--- src/rtl/seg7_scan_driver.sv ---
// -----------------------------------------------------------------------------
// seg7_scan_driver
//   Time-multiplexed N-digit hex seven-segment driver (Basys3 style display).
//   Each digit gets a slot of DIGIT_CYCLES clocks. The first GAP_CYCLES of a
//   slot keep every anode off so the previous digit cannot ghost. The rest of
//   the slot lights the selected digit. Supports per-digit blanking, decimal
//   points and leading-zero suppression. New display data enters through a
//   valid/ready port into a one-entry pending buffer. That buffer is copied to
//   the active registers only at the end of a frame, so the display never
//   tears mid-frame.
//
// Ports
//   clk_i        system clock
//   rst_ni       asynchronous reset, active low
//   upd_valid_i  update request
//   upd_ready_o  pending buffer free (an update is accepted when valid&&ready)
//   digits_i     nibble i -> digit i, digit 0 is the rightmost digit
//   dp_i         decimal point per digit
//   blank_i      force digit dark (segments and dp)
//   lz_en_i      leading-zero suppression enable, used live
//   seg_o        segments, seg_o[0]=A .. seg_o[6]=G
//   dp_o         decimal point
//   an_o         digit anodes, one-hot when lit
//   frame_o      high on the last cycle of each frame
// -----------------------------------------------------------------------------
module seg7_scan_driver #(
  parameter int NUM_DIGITS   = 4,
  parameter int DIGIT_CYCLES = 1000,
  parameter int GAP_CYCLES   = 50,
  parameter bit ACTIVE_LOW   = 1'b1
) (
  input  logic                    clk_i,
  input  logic                    rst_ni,
  input  logic                    upd_valid_i,
  output logic                    upd_ready_o,
  input  logic [4*NUM_DIGITS-1:0] digits_i,
  input  logic [NUM_DIGITS-1:0]   dp_i,
  input  logic [NUM_DIGITS-1:0]   blank_i,
  input  logic                    lz_en_i,
  output logic [6:0]              seg_o,
  output logic                    dp_o,
  output logic [NUM_DIGITS-1:0]   an_o,
  output logic                    frame_o
);

  localparam int IDX_W = (NUM_DIGITS > 1) ? $clog2(NUM_DIGITS) : 1;
  localparam int CNT_W = (DIGIT_CYCLES > 1) ? $clog2(DIGIT_CYCLES) : 1;
  localparam logic [CNT_W-1:0] CNT_LAST = CNT_W'(DIGIT_CYCLES - 1);
  localparam logic [IDX_W-1:0] IDX_LAST = IDX_W'(NUM_DIGITS - 1);

  // Output levels that mean "off" for the chosen polarity.
  localparam logic [NUM_DIGITS-1:0] AN_OFF  = ACTIVE_LOW ? '1 : '0;
  localparam logic [6:0]            SEG_OFF = ACTIVE_LOW ? '1 : '0;
  localparam logic                  DP_OFF  = ACTIVE_LOW;

  typedef struct packed {
    logic [NUM_DIGITS-1:0][3:0] dig;
    logic [NUM_DIGITS-1:0]      dp;
    logic [NUM_DIGITS-1:0]      blank;
  } disp_t;

  typedef enum logic {
    S_GAP = 1'b0,
    S_ON  = 1'b1
  } phase_t;

  localparam phase_t PHASE_RST = (GAP_CYCLES > 0) ? S_GAP : S_ON;

  // Hex to active-high segments {G,F,E,D,C,B,A}.
  function automatic logic [6:0] hex_decode(input logic [3:0] n);
    case (n)
      4'h0: hex_decode = 7'h3F;
      4'h1: hex_decode = 7'h06;
      4'h2: hex_decode = 7'h5B;
      4'h3: hex_decode = 7'h4F;
      4'h4: hex_decode = 7'h66;
      4'h5: hex_decode = 7'h6D;
      4'h6: hex_decode = 7'h7D;
      4'h7: hex_decode = 7'h07;
      4'h8: hex_decode = 7'h7F;
      4'h9: hex_decode = 7'h6F;
      4'hA: hex_decode = 7'h77;
      4'hB: hex_decode = 7'h7C;
      4'hC: hex_decode = 7'h39;
      4'hD: hex_decode = 7'h5E;
      4'hE: hex_decode = 7'h79;
      default: hex_decode = 7'h71;
    endcase
  endfunction

  logic [CNT_W-1:0] cnt_q, cnt_d;
  logic [IDX_W-1:0] idx_q, idx_d;
  logic             slot_end, frame_end;
  phase_t           state_q, state_d;

  disp_t active_q, pending_q;
  logic  pending_vld_q;
  logic  accept;

  logic [NUM_DIGITS-1:0] lz_sup;
  logic [NUM_DIGITS-1:0] an_raw;
  logic [6:0]            seg_raw;
  logic                  dp_raw;

  logic [NUM_DIGITS-1:0] an_q;
  logic [6:0]            seg_q;
  logic                  dp_q;

  // ---------------------------------------------------------------------------
  // Slot counter and digit index
  // ---------------------------------------------------------------------------
  assign slot_end  = (cnt_q == CNT_LAST);
  assign frame_end = slot_end && (idx_q == IDX_LAST);

  always_comb begin
    cnt_d = slot_end ? '0 : cnt_q + CNT_W'(1);
    idx_d = idx_q;
    if (slot_end) idx_d = (idx_q == IDX_LAST) ? '0 : idx_q + IDX_W'(1);
  end

  always_ff @(posedge clk_i or negedge rst_ni) begin
    if (!rst_ni) begin
      cnt_q   <= '0;
      idx_q   <= '0;
      state_q <= PHASE_RST;
    end else begin
      cnt_q   <= cnt_d;
      idx_q   <= idx_d;
      state_q <= state_d;
    end
  end

  // ---------------------------------------------------------------------------
  // Leading-zero mask: digit i (i>0) is suppressed when it and every higher
  // digit are zero. Walk from the top digit down, keeping an "all zero so far".
  // ---------------------------------------------------------------------------
  always_comb begin
    logic all_zero;
    all_zero = 1'b1;
    lz_sup   = '0;
    for (int i = NUM_DIGITS - 1; i >= 0; i--) begin
      all_zero  = all_zero && (active_q.dig[i] == 4'h0);
      lz_sup[i] = all_zero && (i > 0);
    end
  end

  // ---------------------------------------------------------------------------
  // Slot FSM: next phase plus the active-high display values for this cycle.
  // The phase register always describes the current cnt_q, so the next phase
  // is decided from where the counter is about to go.
  // ---------------------------------------------------------------------------
  always_comb begin
    state_d = state_q;
    an_raw  = '0;
    seg_raw = '0;
    dp_raw  = 1'b0;

    if (GAP_CYCLES == 0)                       state_d = S_ON;
    else if (slot_end)                         state_d = S_GAP;
    else if (int'(cnt_q) == GAP_CYCLES - 1)    state_d = S_ON;

    if (state_q == S_ON) begin
      an_raw[idx_q] = 1'b1;
      if (!active_q.blank[idx_q]) begin
        dp_raw = active_q.dp[idx_q];
        if (!(lz_en_i && lz_sup[idx_q])) seg_raw = hex_decode(active_q.dig[idx_q]);
      end
    end
  end

  // Output register: polarity applied here so the pins never glitch.
  always_ff @(posedge clk_i or negedge rst_ni) begin
    if (!rst_ni) begin
      an_q  <= AN_OFF;
      seg_q <= SEG_OFF;
      dp_q  <= DP_OFF;
    end else begin
      an_q  <= ACTIVE_LOW ? ~an_raw  : an_raw;
      seg_q <= ACTIVE_LOW ? ~seg_raw : seg_raw;
      dp_q  <= ACTIVE_LOW ? ~dp_raw  : dp_raw;
    end
  end

  // ---------------------------------------------------------------------------
  // Update handshake. The pending entry is only drained at frame end. An
  // accept on the frame-end cycle itself lands in pending (it was empty, so
  // there is nothing to apply) and waits a full frame.
  // ---------------------------------------------------------------------------
  assign accept = upd_valid_i && !pending_vld_q;

  always_ff @(posedge clk_i or negedge rst_ni) begin
    if (!rst_ni) begin
      active_q.dig    <= '0;
      active_q.dp     <= '0;
      active_q.blank  <= '1;
      pending_q.dig   <= '0;
      pending_q.dp    <= '0;
      pending_q.blank <= '1;
      pending_vld_q   <= 1'b0;
    end else begin
      if (frame_end && pending_vld_q) begin
        active_q      <= pending_q;
        pending_vld_q <= 1'b0;
      end
      if (accept) begin
        pending_q.dig   <= digits_i;
        pending_q.dp    <= dp_i;
        pending_q.blank <= blank_i;
        pending_vld_q   <= 1'b1;
      end
    end
  end

  assign upd_ready_o = !pending_vld_q;
  assign frame_o     = frame_end;
  assign an_o        = an_q;
  assign seg_o       = seg_q;
  assign dp_o        = dp_q;

endmodule

--- config.mk ---
export PLATFORM = sky130hd
export DESIGN_NAME = seg7_scan_driver
export DESIGN_NICKNAME = d
export VERILOG_FILES = /design/src/rtl/seg7_scan_driver.sv
export SDC_FILE = /design/constraint.sdc
export NUM_CORES = 1
export LEC_CHECK = 0
export ABC_CLOCK_PERIOD_IN_PS = 6500
export CORE_MARGIN = 8
export CORE_UTILIZATION = 62
export CTS_BUF_LIST = sky130_fd_sc_hd__clkbuf_4
export DETAILED_ROUTE_END_ITERATION = 8
export PLACE_DENSITY = 0.89
export SYNTH_ARGS = -nofsm -noshare
export SYNTH_HDL_FRONTEND = slang
export SYNTH_SLANG_ARGS = --single-unit
export TNS_END_PERCENT = 10
--- constraint.sdc ---
create_clock -name clk_i -period 6.5 [get_ports clk_i]
set_clock_uncertainty 0.1 [all_clocks]
set_input_delay 0.975 -clock clk_i [delete_from_list [all_inputs] [get_ports clk_i]]
set_output_delay 0.975 -clock clk_i [all_outputs]
set_load 0.03 [all_outputs]
Word-level counts from Yosys, hierarchy flattened

Memories as Yosys holds them, arrays and structs flattened.
Index checks and enable logic that the tools add are counted.

Add/subtract/negate cells: 2
Order comparisons: 2
Eq/ne operators: 3
Muxes and demuxes: 22
Bitwise logic cells: 3
Reductions and logical operators: 13

Operator list:

| cell                    | count |
|---|---|
| $mux W7                 | 3 |
| $logic_not A4 Y1        | 3 |
| $add A10 B1 Y10 const B | 1 |
| $eq A10 B10 Y1 const B  | 1 |
| $eq A10 B7 Y1 const B   | 1 |
| $mux W1                 | 10 |
| $mux W10                | 1 |
| $bmux W4 S2             | 1 |
| $mux W4                 | 2 |
| $logic_and A1 B1 Y1     | 7 |
| $not A7 Y7              | 1 |
| $bmux W1 S2             | 3 |
| $not A4 Y4              | 1 |
| $reduce_bool A2 Y1      | 2 |
| $lt A2 B3 Y1 const B    | 1 |
| $add A2 B1 Y2 const B   | 1 |
| $demux W1 S2            | 1 |
| $eq A2 B2 Y1 const B    | 1 |
| $ge A2 B1 Y1 const B    | 1 |
| $mux W2                 | 1 |
| $logic_not A1 Y1        | 1 |
| $not A1 Y1              | 1 |

Bits in registers: 74
ROM bits: 112
Input bits: 28
Output and inout bits: 14
Word-level logic and storage cells: 65
Memories: 1

Memory list:

| memory           | words | bits a word | read ports | clocked after Yosys merged registers in | wr ports | RTL line | source |
|---|---|---|---|---|---|---|---|
| (name not given) | 16    | 7           | 1          | 0                                       | 0        | 71       | `case (n)` |

Logic depth before layout (Yosys ltp)

Gate-level depths: netlist of the first run.

Depth in word-level cells: 10
Mapped depth: 8
Depth with buffers taken out: 7

Worst setup path before layout of the first run

OpenSTA, ideal clock, no wires.

Kind: reg2out
Start point: reg cnt_q[0]
End point: out frame_o
Data arrival time: 1,269 ps
Data required time: 5,425 ps
Setup slack: 4,156 ps
Cell stages (with the launch flop): 5
Buffers on the path: 0
Cells stage by stage: dfrtp_1 > ha_1 > nand4_1 > and2b_1 > and2_1

Word-level cells in the longest chain between the ends: 2

Ends and longest elaborated chain:

| what                   | RTL line | source |
|---|---|---|
| start, declared        | 91       | `logic [CNT_W-1:0] cnt_q, cnt_d;` |
| start signal, assigned | 127      | `cnt_q <= cnt_d;` |
| $eq A10 B10 Y1         | 112      | `assign slot_end = (cnt_q == CNT_LAST);` |
| $logic_and A1 B1 Y1    | 113      | `assign frame_end = slot_end && (idx_q == IDX_LAST);` |
| end, declared          | 43       | `output logic frame_o` |

Every way passes these cells.

Worst setup path after layout of the first run

Same ends and word-level chain as after synthesis.

==> impl_metrics.json, run 1 <==
{
  "status": "complete, no violations",
  "ctsResizeCount": 0,
  "ir_drop_mv": 0.153,
  "io_buffers": 41,
  "grt_pass1_wl_mm": 10.6,
  "grtUsageMet2_pct": 25.3,
  "drt.antenna.violating_nets": 0,
  "gp_congestion": 0.908,
  "initial_core_util_pct": 63.7,
  "setup_tns_ns": 0,
  "hold_path.class": "reg -> reg",
  "crit_type": "reg -> out",
  "synthesis.area_sq_um": 3480,
  "first_pass_iters": 4,
  "tritoncts": "yes",
  "die-width_um": 91.0,
  "final_cell_mix": "dfrtp_1, clkdlybuf4s50_1, mux2_2",
  "yosysWarnings": 0,
  "endpoint_kind": "output pin",
  "synth_cells": 260,
  "final-setup-viol-count": 0,
  "worstMarginPinSlew_ns": 1.13,
  "core_area_sq_um": 5470,
  "clk_pin_slew_worst_paths_ns": 0.12,
  "fmax_mhz": 276,
  "routed_wl_mm": 6.21,
  "finish.utilization_pct": 73.3,
  "grt_pass1_vias": 2235,
  "hold_buffers": 0,
  "cts_buffers": 9,
  "slew_viol_final": 0,
  "cts-root-buf": "clkbuf_4",
  "vias": 2147,
  "synthDistinctLibCells": 46,
  "synth_nets": 300,
  "rows": 27,
  "reg2reg_slack_ns": 3.87,
  "clock_path_buffers": 2,
  "finalCritPeriodShare_pct": 55.7,
  "layout-drive-gt1-share_pct": 28.7,
  "drc": 0,
  "synth_edf_count": 0,
  "mostFrequentLayoutCell": "dfrtp_1",
  "htree_levels": 3,
  "grt_usage_pct": 15.9,
  "numClockSinks": 74,
  "grt.met3_usage_pct": 4.12,
  "avgViaCountPerCell": 5.66,
  "diodes": 0,
  "grt-ovfl-total": 0,
  "cp_max_fo": 13,
  "required_ns": 5.42,
  "grt_max_degree": 75,
  "grt_setup_unrepaired": "false",
  "busiest_layer": "met2",
  "die_height_um": 91.0,
  "synth_async_sr_flop_share_pct": 100,
  "nets": 342,
  "power_density_nw_per_um2": 191,
  "ys_seq_area_share_pct": 53.9,
  "hold_viol": 0,
  "first_iter_violations": 81,
  "relSlewSlack_pct": 24.4,
  "leakage_nw": 1.70,
  "fin_crit_ns": 3.62,
  "ys_ff_latch": 74,
  "cp.arrival_ns": 2.55,
  "insertion_delay_ns": 0.41,
  "dieArea_sq_um": 8280,
  "ys.flop_type": "dfrtp_1",
  "hpwl_mm": 4.46,
  "drt-wirelength-per-cell_um": 16.4,
  "antenna_found_initial": 0,
  "cts_setup_buffers": 0,
  "syn_to_final_growth_pct": 15.1,
  "synth.avg_cell_area_sq_um": 13.4,
  "drv_cap": 0,
  "io_pins": 42,
  "critPathLaunchType": "register",
  "met1_usage_pct": 19.5
}
## cell usage after synthesis (2+ instances only)
library cell | count | share of area (%)
dfrtp_1 | 54 | 39
nor4_1 | 2 | 0.36
mux4_2 | 5 | 3.2
buf_6 | 2 | 0.65
nand2b_1 | 2 | 0.36
nor3_1 | 3 | 0.43
o21ai_0 | 9 | 1.3
inv_1 | 10 | 1.1
clkbuf_1 | 4 | 0.43
ha_1 | 12 | 4.3
mux2_2 | 31 | 10
o221ai_1 | 3 | 0.75
mux2_4 | 9 | 3.9
xor2_1 | 2 | 0.50
nand4b_1 | 2 | 0.50
nor2b_1 | 2 | 0.36
mux2_1 | 10 | 3.2
nand3_1 | 6 | 0.86
a21oi_1 | 4 | 0.57
or4_1 | 2 | 0.43
buf_2 | 3 | 0.43
nand2_1 | 18 | 1.9
xnor2_1 | 6 | 1.5
o21ai_1 | 2 | 0.29
mux2i_1 | 6 | 1.7
dfstp_2 | 20 | 15
nor2_1 | 12 | 1.3
## worst max-delay path, stage by stage (launching register included)
cell and delay, ns:
dfrtp_1 0.41, ha_1 0.26, nand4_1 0.17, and2b_1 0.45, and2_1 0.18, clkdlybuf4s50_1 0.66
## where the power goes
| part | leakage, nW | switching (W) | internal, W |
|---|---|---|---|
| Clock | 0.0596 | 0.000153 | 0.0000796 |
| Sequential | 0.913 | 0.00000976 | 0.000480 |
| Combinational | 0.724 | 0.0000147 | 0.0000269 |
| Total | 1.70 | 0.000178 | 0.000587 |
## cells by family (layout without fill, tap and decap cells)
kind of cell	Yosys count	in the layout	share of synthesized area [%]
flops	74	74	53.9
simple gates	56	56	8.37
xor+xnor	8	8	2.01
mux	62	62	22.7
fa+ha+maj	12	12	4.31
buf+inv	23	70	3.91
compound gates	25	25	4.81
## area by class of cell
| cell class | instances | area (sq um) |
|---|---|---|
| Clock buffer | 10 | 75.1 |
| Clock inverter | 6 | 33.8 |
| Fill cell | 368 | 1460 |
| Inverter | 11 | 41.3 |
| Multi-Input combinational cell | 163 | 1470 |
| Sequential cell | 74 | 1880 |
| Tap cell | 72 | 90.1 |
| Timing Repair Buffer | 43 | 420 |
## sequential cells by signal, indices dropped and copies added, names as in the netlist
name,flops
active_q,24
an_o,4
cnt_q,10
dp_o,1
idx_q,2
pending_q,24
pending_vld_q,1
seg_o,7
state_q,1
## worst paths after layout
path,cells after the start,startpoint,endpoint
setup / recovery,5,cnt_q[0]$_DFF_PN0_,frame_o
hold / removal,1,active_q[4]$_DFFE_PN0P_,active_q[4]$_DFFE_PN0P_
setup reg to reg,6,idx_q[0]$_DFFE_PN0N_,seg_o[0]$_DFF_PN1_
hold reg to reg,1,active_q[4]$_DFFE_PN0P_,active_q[4]$_DFFE_PN0P_
max in group asynchronous,2,rst_ni,pending_q[14]$_DFFE_PN0P_
min in group asynchronous,2,rst_ni,cnt_q[4]$_DFF_PN0_
## metrics by stage
| step | setup slack, ns | hold slack [ns] | cell area (sq um) | instances | power (W) |
|---|---|---|---|---|---|
| after detailed placement | 3.33 | 0.375 | 3900 | 363 | 0.000541 |
| after global placement | 3.39 | 0.368 | 3900 | 363 | 0.000538 |
| after floorplan | 4.16 | 0.349 | 3480 | 260 | 0.000510 |
| final | 2.88 | 0.396 | 4010 | 379 | 0.000764 |
| after CTS | 2.84 | 0.401 | 4010 | 379 | 0.000772 |
| after global routing | 2.70 | 0.418 | 4010 | 379 | 0.000794 |
## layer usage
| metal | vias up | share of wire (%) | routed length, um |
|---|---|---|---|
| li1 | 1003 | - | - |
| met1 | 1070 | 43 | 2660 |
| met2 | 59 | 50 | 3110 |
| met3 | 15 | 4.6 | 287 |
| met4 | 0 | 2.4 | 152 |
| met5 | - | 0 | 0 |
Power figures use the tool's default switching activity.
==> inputs of run 2 (changes only) <==
--- a/config.mk
+++ b/config.mk
@@ -5,12 +5,12 @@
 export SDC_FILE = /design/constraint.sdc
 export NUM_CORES = 1
 export LEC_CHECK = 0
-export ABC_CLOCK_PERIOD_IN_PS = 6500
+export ABC_CLOCK_PERIOD_IN_PS = 3500
 export CORE_MARGIN = 8
-export CORE_UTILIZATION = 62
+export CORE_UTILIZATION = 58
 export CTS_BUF_LIST = sky130_fd_sc_hd__clkbuf_4
 export DETAILED_ROUTE_END_ITERATION = 8
-export PLACE_DENSITY = 0.89
+export PLACE_DENSITY = 0.85
 export SYNTH_ARGS = -nofsm -noshare
 export SYNTH_HDL_FRONTEND = slang
 export SYNTH_SLANG_ARGS = --single-unit
==> constraint.sdc (replaced) <==
create_clock -name clk_i -period 3.5 [get_ports clk_i]
set_clock_uncertainty 0.1 [all_clocks]
set_input_delay 0.525 -clock clk_i [delete_from_list [all_inputs] [get_ports clk_i]]
set_output_delay 0.525 -clock clk_i [all_outputs]
set_load 0.03 [all_outputs]
==> run 2 against run 1 <==
Setup slack lost 2.6 ns. Register-to-register slack got worse by 2.9 ns. Final cell count grew 1.6%. Power up 95%. Wire length up 0.95%. Sequential share of layout area down 0.58 points.
==> impl_metrics.json, run 2 (synthesis gave the netlist of run 1 again) <==
{
  "status": "complete, no violations",
  "reg.largest.list": "active_q x24, pending_q x24, cnt_q x10",
  "endpoint_kind": "output pin",
  "grt_setup_unrepaired": "false",
  "dp_slack_ns": 0.729,
  "drv_cap": 0,
  "grt_pass1_vias": 2296,
  "die_height_um": 93.5,
  "vias": 2107,
  "insertion_delay_ns": 0.42,
  "clk_pin_slew_worst_paths_ns": 0.12,
  "routed_wl_mm": 6.27,
  "fmax_mhz": 309,
  "crit_chain": "ha_1, nand4_1, and2b_1, and2_1, clkdlybuf4s50_1",
  "first_iter_violations": 98,
  "ir_drop_mv": 0.286,
  "hold_buffers": 0,
  "ctsResizeCount": 0,
  "io_pins": 42,
  "drc": 0,
  "grt_max_degree": 31,
  "cp_slowest_cell": "clkdlybuf4s50_1",
  "numClockSinks": 74,
  "cts_setup_buffers": 0,
  "gp_congestion": 0.837,
  "finalCritPeriodShare_pct": 92.6,
  "leakage_nw": 1.73,
  "multi_input_area_sq_um": 1470,
  "required_ns": 2.87,
  "initial_core_util_pct": 59.6,
  "drt.antenna.violating_nets": 0,
  "cp_max_fo": 13,
  "hold-worst-slack_ns": 0.0172,
  "finish.utilization_pct": 69.4,
  "power_density_nw_per_um2": 367,
  "relSlewSlack_pct": 55.6,
  "grt_pass1_wl_mm": 11.0,
  "fill_cells": 407,
  "regArea_sq_um": 1880,
  "avgViaCountPerCell": 5.47,
  "dieArea_sq_um": 8740,
  "die-width_um": 93.5,
  "crit_type": "reg -> out",
  "worstMarginPinSlew_ns": 0.666,
  "first_pass_iters": 4,
  "fin_crit_ns": 3.24,
  "critPathLaunchType": "register",
  "final_cell_mix": "dfrtp_1, clkdlybuf4s50_1, mux2_2",
  "drt-wirelength-per-cell_um": 16.3,
  "htree_levels": 3,
  "cts-root-buf": "clkbuf_4",
  "hold_path.class": "in -> async",
  "cp_slowest_stage_delay_ns": 0.67,
  "nets": 345,
  "rows": 28,
  "hpwl_mm": 4.64,
  "slew_viol_final": 0,
  "core_area_sq_um": 5850,
  "layout-drive-gt1-share_pct": 29.7,
  "setup_tns_ns": 0,
  "cts_buffers": 9,
  "timing.final.ws_setup_ns": 0.259,
  "cp.arrival_ns": 2.62,
  "hold_viol": 0,
  "grt_usage_pct": 16.0,
  "antenna_found_initial": 0,
  "clock_path_buffers": 2,
  "syn_to_final_growth_pct": 16.6,
  "dpl.cell_count": 369,
  "final-setup-viol-count": 0,
  "grt-ovfl-total": 0,
  "fin_cells": 385,
  "tritoncts": "yes",
  "mostFrequentLayoutCell": "dfrtp_1",
  "io_buffers": 41,
  "diodes": 0
}
## run 2: worst paths after layout
path                                              start                       to  slack (ns)  depth (start not counted)
min in group clk_i              active_q[4]$_DFFE_PN0P_  active_q[4]$_DFFE_PN0P_        0.40                          1
worst max register to register       cnt_q[0]$_DFF_PN0_  active_q[6]$_DFFE_PN0P_        0.99                          6
worst min register to register  active_q[4]$_DFFE_PN0P_  active_q[4]$_DFFE_PN0P_        0.40                          1
worst max-delay path                 cnt_q[0]$_DFF_PN0_                  frame_o        0.26                          5
max in group asynchronous                        rst_ni       seg_o[3]$_DFF_PN1_        2.46                          2
worst min-delay path                             rst_ni       cnt_q[6]$_DFF_PN0_        0.02                          1
## run 2: through the flow
stage,cell area [sq um],power [W]
finish,4060,0.00149
global route,4060,0.00156
CTS,4060,0.00151
detailed placement,3930,0.00101
global placement,3930,0.00100
floorplan,3480,0.000947
## run 2: power by group
group | internal [W] | switching (W)
logic | 0.0000506 | 0.0000275
clock network | 0.000221 | 0.000284
registers | 0.000892 | 0.0000174
total | 0.00116 | 0.000329
## run 2: routing by layer
metal / part of all wire, % / vias up / wire length (um) / track usage (%)
li1: - / 1016 / - / -
met1: 44 / 1035 / 2750 / 19.5
met2: 50 / 47 / 3130 / 25.8
met3: 4.8 / 9 / 304 / 5.13
met4: 1.4 / 0 / 86 / 6.58
met5: 0 / - / 0 / 0
## run 2: final cells by class
class                      instances  share of cell area (%)
multi-input combinational        163                    36.3
inverter                          11                    1.02
clock inverter                     6                    1.42
timing repair buffer              46                    10.9
clock buffer                      10                    1.85
sequential                        74                    46.2
tap                               75                    2.31
## run 2: critical path: cells and delay by family (launching register included)
| kind | cells | cell delay (ns) |
|---|---|---|
| adder cells (fa/ha/maj) | 1 | 0.27 |
| buffers and inverters | 1 | 0.67 |
| flip-flops | 1 | 0.42 |
| AND/OR/NAND/NOR | 3 | 0.83 |
